<file path="src/rtl/spi_pkg.sv">
// Shared widths, defaults and FSM encoding for the SPI slave endpoint.
package spi_pkg;

  localparam int unsigned SPI_WORD_W = 8;
  localparam int unsigned SPI_RX_DEPTH = 4;
  localparam logic [SPI_WORD_W-1:0] SPI_IDLE_WORD = 8'hFF;

  typedef enum logic [1:0] {
    IDLE   = 2'd0,
    SHIFT  = 2'd1,
    COMMIT = 2'd2
  } spi_state_e;

endpackage

</file>
<file path="src/rtl/spi_slave_rx_fifo.sv">
// Synchronous RX FIFO; a push into a full FIFO only succeeds when a pop frees a slot the same cycle.
module spi_slave_rx_fifo #(
  parameter int unsigned WORD_W   = 8,
  parameter int unsigned RX_DEPTH = 4
) (
  input  logic              mclk,
  input  logic              reset,
  input  logic              push,
  input  logic [WORD_W-1:0] push_data,
  input  logic              pop,
  output logic [WORD_W-1:0] head,
  output logic              full,
  output logic              empty
);

  localparam int unsigned AW = $clog2(RX_DEPTH);
  localparam int unsigned CW = AW + 1;

  logic [WORD_W-1:0] mem [RX_DEPTH];
  logic [AW-1:0]     wr_ptr;
  logic [AW-1:0]     rd_ptr;
  logic [CW-1:0]     count;
  logic              push_ok;
  logic              pop_ok;

  assign full    = (count == CW'(RX_DEPTH));
  assign empty   = (count == '0);
  assign head    = mem[rd_ptr];
  assign pop_ok  = pop && !empty;
  assign push_ok = push && (!full || pop);

  always_ff @(posedge mclk) begin
    if (!reset) begin
      wr_ptr <= '0;
      rd_ptr <= '0;
      count  <= '0;
      for (int unsigned i = 0; i < RX_DEPTH; i++) mem[i] <= '0;
    end else begin
      if (push_ok) begin
        mem[wr_ptr] <= push_data;
        wr_ptr      <= wr_ptr + AW'(1);
      end
      if (pop_ok) rd_ptr <= rd_ptr + AW'(1);
      count <= count + CW'(push_ok) - CW'(pop_ok);
    end
  end

endmodule

</file>
<file path="src/rtl/spi_slave_endpoint.sv">
// SPI slave endpoint: LSB-first full-duplex byte link with TX holding register and RX FIFO.
// Define SPI_SLV_LOOPBACK_EN to echo the last received word when no TX word is pending.
module spi_slave_endpoint
  import spi_pkg::*;
#(
  parameter int unsigned       WORD_W    = SPI_WORD_W,
  parameter int unsigned       RX_DEPTH  = SPI_RX_DEPTH,
  parameter logic [WORD_W-1:0] IDLE_WORD = SPI_IDLE_WORD
) (
  input  logic              mclk,
  input  logic              reset,
  input  logic              cs,
  input  logic              bit_strobe,
  input  logic              mosi,
  output logic              miso,
  input  logic [WORD_W-1:0] tx_data,
  input  logic              tx_valid,
  output logic              tx_ready,
  output logic [WORD_W-1:0] rx_data,
  output logic              rx_valid,
  input  logic              rx_ready,
  input  logic              ovr_clr,
  output logic              rx_overrun,
  output logic              frame_abort
);

  localparam int unsigned CNT_W = $clog2(WORD_W + 1);

  spi_state_e        state, state_n;
  logic [CNT_W-1:0]  bit_cnt, bit_cnt_n;
  logic [WORD_W-1:0] rx_shift, rx_shift_n;
  logic [WORD_W-1:0] tx_shift, tx_shift_n;
  logic [WORD_W-1:0] hold;
  logic              hold_valid;
  logic              take_c;
  logic              tx_load_c;
  logic              abort_n;
  logic              push_c;
  logic              pop_c;
  logic              drop_c;
  logic              fifo_full;
  logic              fifo_empty;
  logic [WORD_W-1:0] reload_c;

  // tx_ready is the registered "holding register empty" flag
  assign hold_valid = !tx_ready;
  assign miso       = tx_shift[0];
  assign rx_valid   = !fifo_empty;
  assign pop_c      = rx_valid && rx_ready;
  assign drop_c     = push_c && fifo_full && !pop_c;
  assign take_c     = (state == IDLE) && !cs && bit_strobe;
  // a load colliding with the frame-start consume is deferred to a later cycle
  assign tx_load_c  = tx_valid && tx_ready && !take_c;

`ifdef SPI_SLV_LOOPBACK_EN
  logic [WORD_W-1:0] last_rx;

  always_ff @(posedge mclk) begin
    if (!reset)      last_rx <= IDLE_WORD;
    else if (push_c) last_rx <= rx_shift;
  end

  assign reload_c = hold_valid ? hold : last_rx;
`else
  assign reload_c = hold_valid ? hold : IDLE_WORD;
`endif

  // next-state and datapath decode
  always_comb begin
    state_n    = state;
    bit_cnt_n  = bit_cnt;
    rx_shift_n = rx_shift;
    tx_shift_n = tx_shift;
    abort_n    = 1'b0;
    push_c     = 1'b0;
    case (state)
      IDLE: begin
        tx_shift_n = reload_c;
        if (take_c) begin
          rx_shift_n = {mosi, rx_shift[WORD_W-1:1]};
          tx_shift_n = tx_shift >> 1;
          bit_cnt_n  = CNT_W'(1);
          state_n    = SHIFT;
        end
      end
      SHIFT: begin
        if (cs) begin
          abort_n   = 1'b1;
          bit_cnt_n = '0;
          state_n   = IDLE;
        end else if (bit_strobe) begin
          rx_shift_n = {mosi, rx_shift[WORD_W-1:1]};
          tx_shift_n = tx_shift >> 1;
          bit_cnt_n  = bit_cnt + CNT_W'(1);
          if (bit_cnt_n == CNT_W'(WORD_W)) state_n = COMMIT;
        end
      end
      COMMIT: begin
        push_c    = 1'b1;
        bit_cnt_n = '0;
        state_n   = IDLE;
      end
      default: state_n = IDLE;
    endcase
  end

  always_ff @(posedge mclk) begin
    if (!reset) begin
      state       <= IDLE;
      bit_cnt     <= '0;
      rx_shift    <= '0;
      tx_shift    <= '0;
      hold        <= '0;
      tx_ready    <= 1'b1;
      frame_abort <= 1'b0;
      rx_overrun  <= 1'b0;
    end else begin
      state       <= state_n;
      bit_cnt     <= bit_cnt_n;
      rx_shift    <= rx_shift_n;
      tx_shift    <= tx_shift_n;
      frame_abort <= abort_n;
      if (take_c)         tx_ready <= 1'b1;
      else if (tx_load_c) tx_ready <= 1'b0;
      if (tx_load_c) hold <= tx_data;
      // a fresh overrun outranks a simultaneous clear
      if (drop_c)       rx_overrun <= 1'b1;
      else if (ovr_clr) rx_overrun <= 1'b0;
    end
  end

  spi_slave_rx_fifo #(
    .WORD_W   (WORD_W),
    .RX_DEPTH (RX_DEPTH)
  ) u_rx_fifo (
    .mclk      (mclk),
    .reset     (reset),
    .push      (push_c),
    .push_data (rx_shift),
    .pop       (pop_c),
    .head      (rx_data),
    .full      (fifo_full),
    .empty     (fifo_empty)
  );

endmodule

</file>
<file path="config.mk">
export PLATFORM = sky130hd
export DESIGN_NAME = spi_slave_endpoint
export DESIGN_NICKNAME = d
export VERILOG_FILES = /design/src/rtl/spi_pkg.sv /design/src/rtl/spi_slave_rx_fifo.sv /design/src/rtl/spi_slave_endpoint.sv
export SDC_FILE = /design/constraint.sdc
export NUM_CORES = 1
export LEC_CHECK = 0
export ABC_AREA = 0
export BUFFER_PORTS_ARGS = -buffer_cell sky130_fd_sc_hd__buf_2
export CAP_MARGIN = 10
export CORE_ASPECT_RATIO = 0.5
export CORE_MARGIN = 2
export CORE_UTILIZATION = 50
export CTS_CLUSTER_DIAMETER = 30
export DETAILED_ROUTE_END_ITERATION = 10
export GPL_TIMING_DRIVEN = 1
export PLACE_DENSITY = 0.69
export SYNTH_ARGS = -nofsm -noshare
export SYNTH_HDL_FRONTEND = slang
export SYNTH_SLANG_ARGS = --single-unit
</file>
<file path="constraint.sdc">
create_clock -name mclk -period 6.5 [get_ports mclk]
set_input_delay 1.625 -clock mclk [delete_from_list [all_inputs] [get_ports mclk]]
set_output_delay 1.625 -clock mclk [all_outputs]
set_load 0.01 [all_outputs]
</file>
======== Word-level counts from Yosys, hierarchy flattened ========
Memories as Yosys holds them, arrays and structs flattened. A register that Yosys moved wholly into a read port is not among the register bits.
Index checks and enable logic that the tools add are counted.
word-level totals
  input bits .............................. 16
  register bits after elaboration ......... 40
  output and inout bits ................... 13
  bits in writable memories ............... 32
  memories ................................ 1
  logic and storage cells ................. 85
operators by class
  reduce and logical (&&, ||, !) cells .... 27
  mux-type cells .......................... 31
  add/subtract/negate cells ............... 5
  equality and inequality tests ........... 9
  bitwise gates (word level) .............. 1
memory list
  memory         depth  width  read ports  clocked after memory_dff  write ports  line                     RTL
  u_rx_fifo.mem  4      8      1           1                         4            spi_slave_rx_fifo.sv:19  logic [WORD_W-1:0] mem [RX_DEPTH];
operator list
  cell                   count
  $mux W8                8
  $pmux W8 S2            2
  $mux W2                7
  $mux W4                3
  $pmux W4 S3            1
  $logic_and A1 B1 Y1    9
  $mux W1                9
  $reduce_and A3 Y1      3
  $reduce_or A8 Y1       1
  $ne A2 B2 Y1 const B   3
  $ne A3 B3 Y1 const B   2
  $logic_not A1 Y1       5
  $add A2 B1 Y2 const B  2
  $add A4 B1 Y4 const B  1
  $eq A4 B4 Y1 const B   1
  $pmux W2 S2            1
  $reduce_and A4 Y1      1
  $reduce_bool A2 Y1     2
  $add A3 B1 Y3          1
  $eq A3 B3 Y1 const B   1
  $logic_not A3 Y1       1
  $reduce_bool A3 Y1     1
  $sub A3 B1 Y3          1
  $eq A2 B1 Y1 const B   1
  6 further kinds        6

======== Depth between registers and ports, before layout ========
Gate-level depths: netlist of the first run.
  depth in word-level cells ............... 10
  mapped depth ............................ 9
  gate-level depth less buffers ........... 9

======== Cells and area by module ========
From an unflattened synthesis of the first run, not the netlist that was laid out.
unflattened totals
  cells, all modules ...................... 291
  area total of the unflattened synthesis .. 3360.7 um2
modules (own cells, without submodules)
  module              instances  cells each  seq. area each (um2)  area each (um2)
  spi_slave_rx_fifo   1          127         1141.1                1840.5
  spi_slave_endpoint  1          164         660.6                 1520.2

======== Least setup slack after synthesis of the first run ========
OpenSTA, ideal clock, no wires.
  kind .................................... input -> register
  start ................................... in rx_ready
  end ..................................... reg u_rx_fifo.count[2]
  data required time ...................... 6.372 ns
  path buffers ............................ 0
  arrival ................................. 3.213 ns
  path slack .............................. 3.159 ns
  cell stages on the path ................. 8
  setup time .............................. 0.128 ns
  path through ............................ or4b_4 -> nand2_1 -> inv_1 -> ha_1 -> fa_1 -> xnor2_1 -> xnor2_1 -> nor2_1
on the way
  cells in the longest elaborated chain, start to end .. 5
  elaborated cells between the ends (all ways) .. 6
ends and longest elaborated chain
  item                         line                      RTL
  start, declared              spi_slave_endpoint.sv:21  input logic rx_ready,
  $logic_and A1 B1 Y1          spi_slave_endpoint.sv:49  assign pop_c = rx_valid && rx_ready;
  $logic_or A1 B1 Y1           spi_slave_rx_fifo.sv:30   assign push_ok = push && (!full || pop);
  $logic_and A1 B1 Y1          spi_slave_rx_fifo.sv:30
  named net u_rx_fifo.push_ok  spi_slave_rx_fifo.sv:23   logic push_ok;
  $add A3 B1 Y3                spi_slave_rx_fifo.sv:44   count <= count + CW'(push_ok) - CW'(pop_ok);
  $sub A3 B1 Y3                spi_slave_rx_fifo.sv:44
  end signal, assigned         spi_slave_rx_fifo.sv:44
  end, declared                spi_slave_rx_fifo.sv:22   logic [CW-1:0] count;
The timed path passes the listed nets, and every way through them passes these cells.
A chain may end at the register's enable or synchronous reset.

==> results of run 1 <==
-- power breakdown --
| group | switching (mW) | internal [mW] |
|---|---|---|
| clock network | 0.183 | 0.296 |
| logic | 0.128 | 0.130 |
| registers | 0.0493 | 0.536 |
| total | 0.361 | 0.962 |
-- final cells by class --
type,count,area [sq um]
fill,523,2410
sequential,74,1800
multi-input combinational,190,1380
clock buffer,11,233
timing repair buffer,32,170
tap,88,110
clock inverter,5,55.1
inverter,12,45.0
-- worst min path at each step --
stage	end	slack (ns)	depth (start not counted)
floorplan	tx_shift[1]$_SDFFE_PN0P_	0.43	2
global placement	tx_shift[1]$_SDFFE_PN0P_	0.43	2
detailed placement	tx_shift[2]$_SDFFE_PN0P_	0.44	2
CTS	tx_shift[2]$_SDFFE_PN0P_	0.45	2
global route	tx_shift[0]$_SDFFE_PN0P_	0.48	2
finish	tx_shift[2]$_SDFFE_PN0P_	0.45	2
-- routing by layer --
metal  GRT usage (%)  share of wire (%)  vias to the layer above
li1                -                  -                     1089
met1            22.2                 45                     1068
met2            32.5                 49                       46
met3            7.87                4.3                       10
met4            9.86                2.3                        0
met5               0                  0                        -
-- flip-flops by register name (all words and copies together) (netlist names), named ones only --
signal / cells
frame_abort: 1
state: 2
tx_shift: 8
u_rx_fifo.rd_ptr: 2
rx_overrun: 1
hold: 8
u_rx_fifo.count: 3
bit_cnt: 4
rx_shift: 8
tx_ready: 1
u_rx_fifo.mem: 32
u_rx_fifo.wr_ptr: 2
-- per-stage QoR --
| stage | util (%) | cell area (sq um) |
|---|---|---|
| floorplan | - | 3270 |
| global placement | 56.6 | 3510 |
| detailed placement | 56.6 | 3510 |
| CTS | 61.2 | 3800 |
| global route | 61.2 | 3800 |
| finish | 61.2 | 3800 |
-- Yosys cell counts (all sizes together), types with 2 or more instances --
cell type  number
nor3            8
mux2i          17
o311ai          2
or4b            2
xor2            3
and2           34
buf             4
ha              8
dfxtp          42
nor2b           3
o41ai           2
nand3           5
o31a            2
inv            12
edfxtp         32
mux4            8
nand2b          6
nor2           35
clkbuf          6
or3             3
xnor2           4
nand2          14
and3            4
o31ai           8
o21ai           5
a21oi           7
-- cell families after synthesis --
kind of cell               Yosys count
DFF                                 74
adders and majority gates            9
muxes                               25
and+or+nand+nor                    117
buffers and inverters               22
AOI/OAI and AO/OA                   32
xor gates and xnor gates             7
-- placed cells by master (no fill, tap or decap), types with 9 or more instances in the layout --
cell type,instances
sky130_fd_sc_hd__and2_1,30
sky130_fd_sc_hd__buf_2,28
sky130_fd_sc_hd__clkbuf_16,9
sky130_fd_sc_hd__dfxtp_1,42
sky130_fd_sc_hd__edfxtp_1,32
sky130_fd_sc_hd__inv_1,12
sky130_fd_sc_hd__mux2i_1,17
sky130_fd_sc_hd__nand2_1,14
sky130_fd_sc_hd__nor2_1,34
-- critical path, delay by kind of cell (launching register included) --
| kind | cells | cell delay (ns) |
|---|---|---|
| flops | 1 | 0.71 |
| mux | 1 | 0.58 |
| buf+inv | 1 | 0.15 |
==> metrics list, run 1 <==
* Unrepaired setup endpoints after global routing: no
- In the final design database the tool counted 344 nets.
* Fraction of the mapped netlist area in adder cells: 3.67%
- Across the routed clock network, the largest skew measured is 0.00672 ns.
- Final HPWL from detailed placement: 4.28 mm
- The count of final max-slew check failures came to 0.
- Maximum clock frequency: 0.295 GHz
- H-tree depth: 3
- Slew HR: 37.5%
- For the pin with the worst max-slew slack, the measured transition is 0.932 ns.
- Unique masters post-synth: 44
- The worst register-to-register path begins at u_rx_fifo.count[1]$_SDFF_PN0_.
* Tcrit/Tclk final: 52.2%
- Status: completed
- Global routing used 19.3% of the available tracks across all layers.
- Mean cell area of the mapped netlist: 11.4 sq um
* Area of the die: 0.00725 sq mm
* Number of inserted diodes: 0
- VDD sags by at most 0.258 mV.
* IO Pins: 29
* Worst-path fanout max: 8
- Entering global routing, the biggest net connects 29 pins.
* Via density: 5.37
- The first global-routing pass estimated 10.3 mm of wire.
- In this design, the stage delay of the slowest critical-path cell is 0.71 ns.
* Synthesis warning total: 0
* Detailed-routing iteration count for the pre-antenna-repair pass: 6
* Standard-cell rows: 20
* Worst Hold Margin: 0.452 ns
- After synthesis, the largest area contributor takes up 29.4% of total cell area.
- Layout overhead on the synthesized area: 16.1%
* Worst-Skew Late Latency: 0.33 ns
* RePlAce Congestion: 0.801
- The number of global-route vias before repair is 2090.
- The count of cells in the finished layout, fillers not included, comes to 412.
- Yosys top cell by area: sky130_fd_sc_hd__edfxtp_1
- The initial antenna violation count is 0.
* Final-report hold violation count: 0
* Hold buffer count at cts: 0
- Setup slack closes at 3.11 ns.
- TritonCTS built the clock tree.
* Number of buffers inserted during clock tree synthesis: 9
- The synthesized design contains 74 register bits.
* Iter 0 DRT Violations: 96
- Power comes to 1.32 mW.
- Starting density of the core: 52.7%
* Clock Path Buffers: 2
- Vertical die dimension: 61.2 um
- Routed wire length per instance: 15.3 um
- The routed design has 6.30 mm of wire.
* Remaining global-route overflow: 0
- Critical path endpoint: rx_data[7]
- Category of the critical setup timing path: reg2out
- Gates resized during post-CTS repair numbered 0.
- After Yosys synthesis, XOR and XNOR cells account for 1.87% of the synthesized area.
* Number of remaining DRC errors: 0
- Static Leak: 1.47 nW
- Sequential-to-total area share from yosys stat: 55.0%
* Final setup viols: 0
- At the worst endpoint, the arrival time is 1.77 ns.
- The synthesized netlist devotes 19.2% of its cell area to simple gates.
* Top post-synthesis cells by area: sky130_fd_sc_hd__edfxtp_1, sky130_fd_sc_hd__dfxtp_1, sky130_fd_sc_hd__and2_1
- Area fraction in compound gates after synthesis: 6.69%
* CORE AREA: 0.00621 sq mm
* Clk pin slew, worst setup/hold paths: 0.05 ns
* Number of max-cap violations: 0
* Netlist area before placement: 0.00327 sq mm
- In this run the most critical hold path is launched from tx_shift[2]$_SDFFE_PN0P_.
- Combinational family with the most area after synthesis: simple AND/OR/NAND/NOR gates
- Cells along the critical path: mux4_2 > buf_2
- Kind of capture point of the worst setup path: output pin
* Post-synthesis net count: 311
- Measured along the x axis, the die boundary spans 118 um.
- Yosys mapped a number of flops with a built-in enable equal to 32.
- At the placement stage, the worst setup path has a slack of 2.90 ns.
* Worst flop-to-flop path endpoint: u_rx_fifo.count[2]$_SDFF_PN0_
* Depth of the worst register-to-register path: 8
- Number of instances in the synthesized netlist: 286
* Buffers on Ports: 28
* CTS root buffer: sky130_fd_sc_hd__clkbuf_16
* Async set-or-reset flop fraction in the synthesized netlist: 0%
- Register-to-register path setup slack: 4.22 ns
* Post-placement cell count: 396
* Total clock sinks: 74
* Total power per unit cell area: 348 mW/mm^2
* Dominant synthesized flop cell: sky130_fd_sc_hd__dfxtp_1
- The path class of the tightest hold or removal check is reg2reg.
* Multiplexer share of the synthesized area: 10.7%
- For the final routed database, the setup TNS stands at 0 ns.
- Final Critical Period: 3.39 ns
* Required time of the worst setup path: 4.88 ns
- Number of routed nets with antenna violations: 0
- Post-CTS timing repair inserted 0 buffers for setup.
- The detailed router placed 2213 vias in this run.
- Among all stages on the critical path, the largest delay is contributed by sky130_fd_sc_hd__dfxtp_1.
* Share of cells above drive strength 1: 19.8%
- STA classifies the critical path startpoint as a flop.
(Power assumes the default switching activity.)
==> inputs of run 2 (changes only) <==
==> constraint.sdc (replaced) <==
create_clock -name mclk -period 3.25 [get_ports mclk]
set_input_delay 0.8125 -clock mclk [delete_from_list [all_inputs] [get_ports mclk]]
set_output_delay 0.8125 -clock mclk [all_outputs]
set_load 0.01 [all_outputs]
==> metrics list, run 2 (same netlist as run 1, synthesis figures left out) <==
* Final cell count without fillers: 414
* Maximum number of pins on one net before global-route repair: 29
- Post-placement cell count: 398
- Number of max-cap violations: 0
* First-pass GRT wire length: 10.1 mm
* Area of the die: 0.00725 sq mm
- Post-CTS setup-driven buffer insertion count: 0
- Final layout net count: 346
* Starting density of the core: 52.7%
* Setup Total Neg Slack: 0 ns
- Max FFs per register: 32
* CORE AREA: 0.00621 sq mm
* Final max-slew violation count: 0
- At the later pin of the worst-skew pair, clock insertion delay measures 0.33 ns.
* Tcrit/Tclk final: 78.1%
* Standard-cell rows: 20
- CTS tree: done
* Kind of capture point of the worst setup path: output pin
- Status: completed
- Hold buffer count at cts: 0
- The final layout contains routed wiring with a total length of 6.23 mm.
* Reg area: 0.00180 sq mm
- u_rx_fifo.mem holds more flip-flops than any other register.
- Summed over all nets, the half-perimeter wirelength after detailed placement is 4.11 mm.
- RePlAce Congestion: 0.798
- In the global route stage, overall resource usage came out at 18.7%.
* Number of remaining DRC errors: 0
- The worst setup path is launched from a flop.
- Initial antenna violation count: 0
* Vias in the first global route: 2114
- Number of buffers inserted during clock tree synthesis: 9
- Final-report hold violation count: 0
- Total power per unit cell area: 696 mW/mm^2
- Area taken by multi-input logic gates: 0.00138 sq mm
* Arrival @ worst endpoint: 1.73 ns
- Once layout is complete, the utilization of the core stands at 61.5%.
- Relative to the synthesized area, the layout overhead comes to 16.6%.
- Setup slack closes at 0.712 ns.
* Commonest cells after routing, fill and taps aside: sky130_fd_sc_hd__dfxtp_1, sky130_fd_sc_hd__nor2_1, sky130_fd_sc_hd__edfxtp_1
- Maximum clock frequency: 0.394 GHz
* Maximum cell stage delay along the critical path: 0.67 ns
- Final Critical Period: 2.54 ns
- Power comes to 2.65 mW.
* Buffers on Ports: 28
* Number of routed nets with antenna violations: 0
- After clock tree synthesis, the repair step resized 0 gates.
- Register-to-register path setup slack: 1.02 ns
- Worst-path fanout max: 8
- After the first detailed-routing iteration, the DRC count stood at 109.
* IO Pins: 29
- Total clock sinks: 74
* Number of inserted diodes: 0
- Slew at the pin with the worst max-slew slack: 0.832 ns
- The analysis attributes to cell leakage a power of 1.49 nW.
* Final setup viols: 0
* Clk pin slew, worst setup/hold paths: 0.06 ns
- Via density: 5.22
* Via count: 2162
* Commonest non-fill, non-tap cell in the layout: sky130_fd_sc_hd__dfxtp_1
- Clock Path Buffers: 2
* Setup Slack @ Placement: 0.523 ns
- The H-tree was split into 3 levels.
* Required time of the worst setup path: 2.44 ns
- Setup repair after global routing left no endpoint under its margin.
- Measured along the x axis, the die boundary spans 118 um.
- Layout Skew: 0.00654 ns
- On the critical path, the stage with the largest delay is an instance of sky130_fd_sc_hd__dfxtp_1.
* Cells along the critical path: mux4_2 > buf_2
* Slew HR: 44.2%
- Detailed-routing iteration count for the pre-antenna-repair pass: 4
- In the final layout, the share of cells above drive strength 1 is 20.6%.
- Fill count: 532
* Routed wire length per instance: 15.1 um
* Remaining global-route overflow: 0
- VDD sags by at most 0.364 mV.
- The min-delay analysis places its worst path in the category reg2reg.
- The tree is rooted in a sky130_fd_sc_hd__clkbuf_16.
* Category of the critical setup timing path: reg2out
- The die is 61.2 um tall.
-- run 2: cell count changes in the layout (fill, tap and decap cells not counted), sizes merged --
cell	previous run	this run
buf	32	34
clkbuf	11	10
inv	12	13
-- run 2: path summary, 6_finish.rpt --
kind                                      start                            end  cells past startpoint
setup / recovery                           flop                     rx_data[6]                      2
hold / removal         tx_shift[0]$_SDFFE_PN0P_       tx_shift[0]$_SDFFE_PN0P_                      2
setup reg to reg  u_rx_fifo.count[1]$_SDFF_PN0_  u_rx_fifo.count[2]$_SDFF_PN0_                      8
hold reg to reg        tx_shift[0]$_SDFFE_PN0P_       tx_shift[0]$_SDFFE_PN0P_                      2
-- run 2: area by class of cell --
type / count / area share, %
inverters: 12 / 1.18
well taps: 88 / 2.89
repair buffers: 34 / 4.85
clock inverters: 6 / 1.71
multi-input cells: 190 / 36.1
flip-flops and latches: 74 / 47.2
clock buffers: 10 / 6.00
-- run 2: through the flow --
| step | area [sq um] | hold WS, ns |
|---|---|---|
| global placement | 3520 | 0.435 |
| global route | 3810 | 0.470 |
| finish | 3810 | 0.447 |
| detailed placement | 3520 | 0.435 |
| CTS | 3810 | 0.448 |
| floorplan | 3270 | 0.426 |
-- run 2: metal layers --
| layer | global-route usage (%) | share of wire [%] | vias up |
|---|---|---|---|
| met2 | 33.4 | 47 | 53 |
| li1 | - | - | 1075 |
| met1 | 22.0 | 45 | 1025 |
| met4 | 6.63 | 1.1 | 0 |
| met3 | 6.39 | 6.1 | 9 |
| met5 | 0 | 0 | - |
-- run 2: critical path, delay by kind of cell, from the launching register on --
family	cells	cell delay (ns)
mux	1	0.57
buf+inv	1	0.15
flops	1	0.67
-- run 2: report_power, final --
part	total [mW]	switching, mW	internal [mW]
Sequential	1.16	0.0946	1.07
Combinational	0.515	0.254	0.261
Clock	0.974	0.379	0.595
Total	2.65	0.727	1.93
